### src/rtl/pe_row_conv_engine.sv
// pe_row_conv_engine: row-convolution engine for the PE datapath.
// Captures one tagged IFMap row into a scratchpad, then slides the filter
// across it one tap per cycle and emits one psum per complete window.
// Optional feature macro: PSUM_SATURATE_EN (ps_data_o saturates instead of wrapping).
//
// state | meaning
// IDLE  | waiting for start_i; filter writes land here only
// SEEK  | discarding IFMap words until a row-start tag
// LOAD  | filling the row scratchpad until the row-end tag
// MAC   | one tap per cycle for the window at base_q
// OUT   | presenting the window psum until ps_ready_i
// NEXT  | row finished; count it, then end the job or seek the next row
module pe_row_conv_engine #(
    parameter int DATA_W     = 16,
    parameter int PSUM_W     = 16,
    parameter int ROW_MAX    = 16,
    parameter int FILTER_MAX = 9,
    parameter int STRIDE_W   = 3,
    parameter int FSIZE_W    = 4,
    parameter int ROWS_W     = 8
) (
    input  logic                          clk_i,
    input  logic                          rst_i,
    input  logic                          start_i,
    input  logic [STRIDE_W-1:0]           stride_i,
    input  logic [FSIZE_W-1:0]            filter_size_i,
    input  logic [ROWS_W-1:0]             num_rows_i,
    input  logic                          filt_wen_i,
    input  logic [$clog2(FILTER_MAX)-1:0] filt_addr_i,
    input  logic [DATA_W-1:0]             filt_data_i,
    input  logic                          if_valid_i,
    output logic                          if_ready_o,
    input  logic [DATA_W+1:0]             if_data_i,
    output logic                          ps_valid_o,
    input  logic                          ps_ready_i,
    output logic [PSUM_W-1:0]             ps_data_o,
    output logic                          ps_last_o,
    output logic                          busy_o,
    output logic                          done_o,
    output logic                          ovf_err_o
);

    localparam int FA_W   = $clog2(FILTER_MAX);
    localparam int SA_W   = $clog2(ROW_MAX);
    localparam int LEN_W  = $clog2(ROW_MAX + 1);
    // wide enough for base + stride + filter_size without wrapping
    localparam int POS_W  = $clog2(ROW_MAX + (1 << STRIDE_W) + FILTER_MAX + 1);
    localparam int PROD_W = 2 * DATA_W;
    localparam int ACC_W  = 2 * DATA_W + FA_W;

    typedef enum logic [2:0] {
        S_IDLE, S_SEEK, S_LOAD, S_MAC, S_OUT, S_NEXT
    } state_t;

    state_t              state_q, state_d;
    logic [STRIDE_W-1:0] stride_q, stride_d;
    logic [FSIZE_W-1:0]  fs_q, fs_d;
    logic [ROWS_W-1:0]   rows_q, rows_d;
    logic [ROWS_W-1:0]   row_cnt_q, row_cnt_d;
    logic [LEN_W-1:0]    len_q, len_d;
    logic [POS_W-1:0]    base_q, base_d;
    logic [FSIZE_W-1:0]  k_q, k_d;
    logic [ACC_W-1:0]    acc_q, acc_d;
    logic                ovf_q, ovf_d;

    logic [DATA_W-1:0]   spad_q [ROW_MAX];
    logic [DATA_W-1:0]   filt_q [FILTER_MAX];

    logic                spad_we;
    logic [SA_W-1:0]     spad_wa;
    logic [1:0]          tag;
    logic [DATA_W-1:0]   word;
    logic [POS_W-1:0]    win_end, next_end, tap_pos;
    logic [SA_W-1:0]     tap_idx;
    logic [FA_W-1:0]     tap_k;
    logic [PROD_W-1:0]   prod;
    logic [ROWS_W-1:0]   row_inc;
    logic                row_fits, last_win, last_tap, len_full;
    logic                unused_bits;

    assign tag      = if_data_i[DATA_W+1:DATA_W];
    assign word     = if_data_i[DATA_W-1:0];
    assign win_end  = base_q + POS_W'(fs_q);
    assign next_end = win_end + POS_W'(stride_q);
    assign tap_pos  = base_q + POS_W'(k_q);
    assign tap_idx  = tap_pos[SA_W-1:0];
    assign tap_k    = k_q[FA_W-1:0];
    assign prod     = PROD_W'(spad_q[tap_idx]) * PROD_W'(filt_q[tap_k]);
    assign row_inc  = row_cnt_q + 1'b1;
    assign row_fits = (win_end <= POS_W'(len_q));
    assign last_win = (next_end > POS_W'(len_q));
    assign last_tap = (k_q == fs_q - 1'b1);
    assign len_full = (len_q == LEN_W'(ROW_MAX));
    assign unused_bits = ^tap_pos[POS_W-1:SA_W];

    // Next-state, datapath updates and scratchpad write strobe.
    always_comb begin
        state_d   = state_q;
        stride_d  = stride_q;
        fs_d      = fs_q;
        rows_d    = rows_q;
        row_cnt_d = row_cnt_q;
        len_d     = len_q;
        base_d    = base_q;
        k_d       = k_q;
        acc_d     = acc_q;
        ovf_d     = ovf_q;
        spad_we   = 1'b0;
        spad_wa   = '0;
        case (state_q)
            S_IDLE: begin
                if (start_i) begin
                    stride_d = (stride_i == '0) ? STRIDE_W'(1) : stride_i;
                    if (filter_size_i == '0)
                        fs_d = FSIZE_W'(1);
                    else if (filter_size_i > FSIZE_W'(FILTER_MAX))
                        fs_d = FSIZE_W'(FILTER_MAX);
                    else
                        fs_d = filter_size_i;
                    rows_d    = (num_rows_i == '0) ? ROWS_W'(1) : num_rows_i;
                    row_cnt_d = '0;
                    ovf_d     = 1'b0;
                    len_d     = '0;
                    base_d    = '0;
                    k_d       = '0;
                    state_d   = S_SEEK;
                end
            end
            S_SEEK: begin
                if (if_valid_i && tag[1]) begin
                    spad_we = 1'b1;
                    len_d   = LEN_W'(1);
                    base_d  = '0;
                    k_d     = '0;
                    state_d = tag[0] ? S_MAC : S_LOAD;
                end
            end
            S_LOAD: begin
                if (if_valid_i) begin
                    if (tag[1]) begin
                        // a new start tag abandons the partial row
                        spad_we = 1'b1;
                        len_d   = LEN_W'(1);
                        base_d  = '0;
                        k_d     = '0;
                        state_d = tag[0] ? S_MAC : S_LOAD;
                    end else begin
                        if (len_full) begin
                            ovf_d = 1'b1;
                        end else begin
                            spad_we = 1'b1;
                            spad_wa = len_q[SA_W-1:0];
                            len_d   = len_q + 1'b1;
                        end
                        if (tag[0]) begin
                            base_d  = '0;
                            k_d     = '0;
                            state_d = S_MAC;
                        end
                    end
                end
            end
            S_MAC: begin
                if (k_q == '0 && !row_fits) begin
                    state_d = S_NEXT;
                end else begin
                    acc_d = ((k_q == '0) ? ACC_W'(0) : acc_q) + ACC_W'(prod);
                    if (last_tap) begin
                        k_d     = '0;
                        state_d = S_OUT;
                    end else begin
                        k_d = k_q + 1'b1;
                    end
                end
            end
            S_OUT: begin
                if (ps_ready_i) begin
                    // last window skips the MAC fit check and closes the row directly
                    base_d  = base_q + POS_W'(stride_q);
                    state_d = last_win ? S_NEXT : S_MAC;
                end
            end
            S_NEXT: begin
                row_cnt_d = row_inc;
                len_d     = '0;
                base_d    = '0;
                state_d   = (row_inc == rows_q) ? S_IDLE : S_SEEK;
            end
            default: state_d = S_IDLE;
        endcase
    end

    // Control and datapath registers with synchronous active-low reset.
    always_ff @(posedge clk_i) begin
        if (!rst_i) begin
            state_q   <= S_IDLE;
            stride_q  <= STRIDE_W'(1);
            fs_q      <= FSIZE_W'(1);
            rows_q    <= ROWS_W'(1);
            row_cnt_q <= '0;
            len_q     <= '0;
            base_q    <= '0;
            k_q       <= '0;
            acc_q     <= '0;
            ovf_q     <= 1'b0;
        end else begin
            state_q   <= state_d;
            stride_q  <= stride_d;
            fs_q      <= fs_d;
            rows_q    <= rows_d;
            row_cnt_q <= row_cnt_d;
            len_q     <= len_d;
            base_q    <= base_d;
            k_q       <= k_d;
            acc_q     <= acc_d;
            ovf_q     <= ovf_d;
        end
    end

    // Scratchpads carry no reset; filter taps persist across jobs and resets.
    always_ff @(posedge clk_i) begin
        if (filt_wen_i && state_q == S_IDLE && ({1'b0, filt_addr_i} < (FA_W + 1)'(FILTER_MAX)))
            filt_q[filt_addr_i] <= filt_data_i;
        if (spad_we)
            spad_q[spad_wa] <= word;
    end

    assign if_ready_o = (state_q == S_SEEK) || (state_q == S_LOAD);
    assign ps_valid_o = (state_q == S_OUT);
    assign ps_last_o  = (state_q == S_OUT) && last_win;
    assign busy_o     = (state_q != S_IDLE);
    assign done_o     = (state_q == S_NEXT) && (row_inc == rows_q);
    assign ovf_err_o  = ovf_q;

`ifdef PSUM_SATURATE_EN
    assign ps_data_o = (|acc_q[ACC_W-1:PSUM_W]) ? {PSUM_W{1'b1}} : acc_q[PSUM_W-1:0];
`else
    assign ps_data_o = acc_q[PSUM_W-1:0];
`endif

endmodule

### config.mk
export PLATFORM = sky130hd
export DESIGN_NAME = pe_row_conv_engine
export DESIGN_NICKNAME = d
export VERILOG_FILES = /design/src/rtl/pe_row_conv_engine.sv
export SDC_FILE = /design/constraint.sdc
export NUM_CORES = 1
export LEC_CHECK = 0
export ABC_AREA = 1
export CORE_ASPECT_RATIO = 0.5
export CORE_MARGIN = 8
export CORE_UTILIZATION = 54
export CTS_BUF_LIST = sky130_fd_sc_hd__clkbuf_16
export DETAILED_ROUTE_END_ITERATION = 12
export PLACE_DENSITY = 0.74
export SLEW_MARGIN = 0
export SYNTH_ARGS = -nofsm -noshare
export SYNTH_HDL_FRONTEND = slang
export SYNTH_SLANG_ARGS = --single-unit
export TNS_END_PERCENT = 20
### constraint.sdc
create_clock -name clk_i -period 6.55 [get_ports clk_i]
set_clock_uncertainty 0.2 [all_clocks]
set_input_delay 1.31 -clock clk_i [delete_from_list [all_inputs] [get_ports clk_i]]
set_output_delay 1.31 -clock clk_i [all_outputs]
set_load 0.05 [all_outputs]
=== Yosys cells after proc, flatten, opt, wreduce, memory -nomap -nowiden ===
Memory sizes are Yosys's and may differ from the RTL's. A register that Yosys moved wholly into a read port is not among the register bits.
Cells that the tools add are included.

* Add/subtract/negate cells: 9
* Mux-type cells: 60
* $lt $le $gt $ge: 4
* Reduce and logical (&&, ||, !) cells: 27
* Equality and inequality tests: 18
* Bitwise gates (word level): 1
* Multiply operators: 1

{| class="wikitable"
|+ Operators with widths
! kind !! count
|-
| $mux W4 || 15
|-
| $add A36 B32 Y36 || 1
|-
| $mux W36 || 1
|-
| $mux W6 || 6
|-
| $mul A16 B16 Y32 || 1
|-
| $mux W3 || 10
|-
| $pmux W6 S5 || 1
|-
| $mux W5 || 5
|-
| $pmux W5 S4 || 1
|-
| $pmux W3 S6 || 1
|-
| $reduce_and A6 Y1 || 3
|-
| $mux W8 || 2
|-
| $pmux W4 S4 || 1
|-
| $pmux W8 S2 || 1
|-
| $mux W1 || 14
|-
| $add A6 B3 Y6 || 2
|-
| $ne A2 B2 Y1 const B || 6
|-
| $reduce_and A5 Y1 || 2
|-
| $ne A3 B3 Y1 const B || 3
|-
| $add A8 B1 Y8 const B || 1
|-
| $eq A8 B8 Y1 || 1
|-
| $logic_not A4 Y1 || 2
|-
| $logic_not A8 Y1 || 1
|-
| $reduce_bool A4 Y1 || 2
|-
| other kinds (25) || 37
|}

* Input port bits: 59
* Logic and storage cells: 132
* Memories kept: 2
* Memory bits (writable): 400
* Output and inout bits: 22
* Register bits: 78

{| class="wikitable"
|+ Memories
! memory !! words !! bits a word !! read ports !! clocked after Yosys merged registers in !! wr ports !! RTL line !! text
|-
| spad_q || 16 || 16 || 1 || 0 || 1 || 66 || <nowiki>logic [DATA_W-1:0] spad_q [ROW_MAX];</nowiki>
|-
| filt_q || 9 || 16 || 1 || 1 || 1 || 67 || <nowiki>logic [DATA_W-1:0] filt_q [FILTER_MAX];</nowiki>
|}

=== Depth between registers and ports, before layout ===
* Word-level depth: 8
* Gate-level depth with buffers: 39
* Mapped depth without buffers: 38

=== Worst setup path before layout ===
Ideal clock, no wire load.

* Kind: reg2reg
* Start: register k_q[0]
* End: register acc_q[15]
* Path buffers: 1
* Setup slack: -303 ps
* Arrival time: 6544 ps
* Required time: 6241 ps
* Cell stages (with the launch flop): 36
* Clock period less this slack: 6853 ps
* Library setup time: 109 ps
* Cell sequence: dfxtp_1 ha_1 fa_1 inv_2 clkbuf_1 nor2_1 o21ai_0 nand2_1 nand2_1 nand2_1 nand2_1 nand2_2 inv_1 nor2_1 fa_1 inv_1 fa_1 fa_1 fa_1 inv_1 fa_1 inv_1 fa_1 inv_1 ha_1 inv_1 o31ai_1 nand2_1 nand2_1 a21oi_1 inv_1 nand3_1 nand3_1 nand3_1 nand2_1 inv_1

* Longest elaborated chain between the ends: 4
* Elaborated cells on any way between the ends: 9
* Classes of those cells: 2 x add/sub; 1 x mul; 1 x mux; 1 x bitwise; 3 x reduce/logical; 1 x memory

{| class="wikitable"
|+ RTL lines
! item !! RTL line !! text
|-
| start: declaration || 62 || <nowiki>logic [FSIZE_W-1:0] k_q, k_d;</nowiki>
|-
| start signal: assignment || 214 || <nowiki>k_q <= k_d;</nowiki>
|-
| $add A4 B4 Y4 / $logic_not A4 Y1 (equally long branches) || 85, 164, 167 ||
|-
| $mem_v2 Z16 W16 / $logic_and A1 B1 Y1 (equally long branches) || n/a ||
|-
| $mul A16 B16 Y32 / $not A1 Y1 (equally long branches) || n/a ||
|-
| $add A36 B32 Y36 / $reduce_and A2 Y1 (equally long branches) || n/a ||
|-
| end signal: assignment || 204 || <nowiki>acc_q <= '0;</nowiki>
|-
| end signal: assignment || 215 || <nowiki>acc_q <= acc_d;</nowiki>
|-
| end: declaration || 63 || <nowiki>logic [ACC_W-1:0] acc_q, acc_d;</nowiki>
|}

Several ways; a longest one is shown, not always the timed one.
A chain may end at the register's enable or synchronous reset.

=== Worst setup path after layout ===
Ends and elaborated chain as after synthesis.

==> impl_metrics.toml <==
[logic_synthesis]
synth_ff_type = "edfxtp_1"
yosysSeqAreaShare_pct = 54.3
yosys_warnings = 0
synth.avg_cell_area_um2 = 9.64
ys_async_sr_fraction_pct = 0
synthesis.area_um2 = 24400
synth_cells = 2531
syn_nets = 2769
ys_seq_elements = 462
synthDistinctLibCells = 40
synth_edf_count = 400

[critical_path]
cpMaxStageDelayCell = "fa_2"
max_stage_delay_ns = 0.64
cp-end-kind = "flip-flop"
cp.arrival_ns = 7.27
crit_type = "flip-flop to flip-flop"
cp_common_cell = "nand2_1"
crit_fanout = 5
required_ns = 6.80
cp-start-kind = "flip-flop"

[placement]
place_congestion = 0.947
port_buffers = 80
place_hpwl_um = 43600
dp_slack_ns = -0.533
placedCellCount = 3308

[clock_tree]
ctsHoldBuffers = 0
clk_latency_ns = 0.57
numCtsBuffers = 42
clk_pin_slew_worst_paths_ns = 0.07
clockBufferDepth = 3
htree_levels = 2
cts_tree = "built"
cts-root-buf = "clkbuf_16"
cts.sinks = 462

[timing]
max_freq_mhz = 143
slew_headroom_pct = 21.0
setup_ws_ns = -0.462
hold_viol = 0
setup_viol = 7
min_period_ns = 7.01
tightest_slew_ns = 1.18
min_period_over_period_pct = 107
final-max-slew-violation-count = 0
rsz0062_at_grt = "yes"

[detailed_routing]
via_per_inst = 5.46
vias = 18600
drt-total-wl_um = 64600
drc_errors = 0
antenna_left = 0
first_pass_iters = 6
post_drt_wl_per_cell_um = 19.0
drt_iter0_markers = 1769

[outcome]
status = "complete, but fails checks"
violations = "negative setup slack"

[floorplanning]
rows = 55
io_pins = 81
die_h_um = 166
initial_core_util_pct = 54.4
core_area_um2 = 44900
die_x_um = 317
die_area_um2 = 52600

[global_route]
grt_pass1_vias = 18600
grt_max_degree = 43
gr-total-overflow = 0
grt_usage_pct = 24.3
antenna_found_initial = 2
grt_pass1_wl_um = 101000

[finish]
final_common_cell = "nand2_1"
fin_nets = 3010
drive_gt1_share_pct = 14.5
area_growth_pct = 19.9
layoutNonFillerInstCount = 3405
mostFrequentLayoutCells = "nand2_1, edfxtp_1, inv_1"

[run]
drv_cap = 0

[min_path]
hp-class = "flip-flop to flip-flop"
[cells in the mapped netlist, types with 2 or more instances]
cell,number,area share (%)
a211oi_1,7,0.22
a21oi_1,66,1.4
a22oi_1,2,0.062
a31oi_1,2,0.051
and2_1,2,0.051
buf_1,4,0.062
buf_2,37,0.76
buf_4,10,0.31
clkbuf_1,37,0.57
clkinv_1,2,0.031
dfxtp_1,62,5.1
edfxtp_1,400,49
fa_1,98,8.0
ha_1,81,4.2
inv_1,298,4.6
inv_2,5,0.077
nand2_1,679,10
nand2_2,7,0.18
nand3_1,248,5.1
nand4_1,4,0.10
nor2_1,258,4.0
nor3_1,21,0.43
nor3b_1,5,0.15
nor4_1,4,0.10
o211ai_1,2,0.062
o21a_1,2,0.062
o21ai_0,98,2.0
o21ai_1,16,0.33
o22ai_1,2,0.051
or2_2,20,0.51
xnor2_1,19,0.68
xor2_1,25,0.90
[layout make-up]
type,instances,area (um2)
Antenna cell,1,2.50
Clock buffer,43,1080
Clock inverter,35,362
Fill cell,3425,15600
Inverter,305,1160
Multi-Input combinational cell,1676,10000
Sequential cell,462,13300
Tap cell,598,748
Timing Repair Buffer,285,2640
[registers in the layout (all words and copies together), names as in the netlist, named ones only]
name	count
fs_q	4
rows_q	8
k_q	4
ovf_err_o	1
filt_q	144
acc_q	16
spad_q	256
base_q	6
stride_q	3
state_q	3
row_cnt_q	8
len_q	5
[worst max-delay path, delay by kind of cell (launching register included)]
kind / cells / cell delay [ns]
AOI/OAI and AO/OA: 4 / 0.54
DFF: 1 / 0.35
and+or+nand+nor: 14 / 1.03
adders and majority gates: 9 / 3.86
buffers and inverters: 9 / 0.89
[worst paths after layout]
kind                            startpoint   endpoint  slack (ns)  depth (start not counted)
worst max register to register      k_q[0]  acc_q[15]       -0.46                         36
worst min-delay path             ovf_err_o  ovf_err_o        0.27                          2
worst max-delay path                k_q[0]  acc_q[15]       -0.46                         36
worst min register to register   ovf_err_o  ovf_err_o        0.27                          2
[kinds of logic after synthesis]
| group | count (synthesis) | share of synthesized area, % |
|---|---|---|
| AOI/OAI and AO/OA | 203 | 4.41 |
| xor gates and xnor gates | 44 | 1.58 |
| adders and majority gates | 179 | 12.2 |
| buffers and inverters | 393 | 6.39 |
| DFF | 462 | 54.3 |
| and+or+nand+nor | 1250 | 21.1 |
[timing repair]
item,in CTS,in global routing
setup endpoints to repair,7,8
gates cloned,2,0
resized for setup,83,23
pin swaps,67,18
buffers inserted,16,0
[metal layers]
layer | track usage, % | wire, um
met4 | 7.53 | 1920
met3 | 3.57 | 5250
met5 | 0 | 13
met2 | 40.7 | 30900
met1 | 32.6 | 26500
[through the flow]
stage | hold slack (ns) | instance area, um2 | TNS (ns) | util, %
after floorplan | 0.244 | 24500 | 0 | -
after global placement | 0.254 | 27300 | -1.69 | 60.8
after detailed placement | 0.260 | 27300 | -2.19 | 60.8
after CTS | 0.272 | 29200 | -1.04 | 65.0
after global routing | 0.295 | 29300 | -3.51 | 65.2
final | 0.273 | 29300 | -1.54 | 65.2
Power is not shown: default switching activity piles up to over one toggle a cycle in this logic, so the estimate is an artifact.
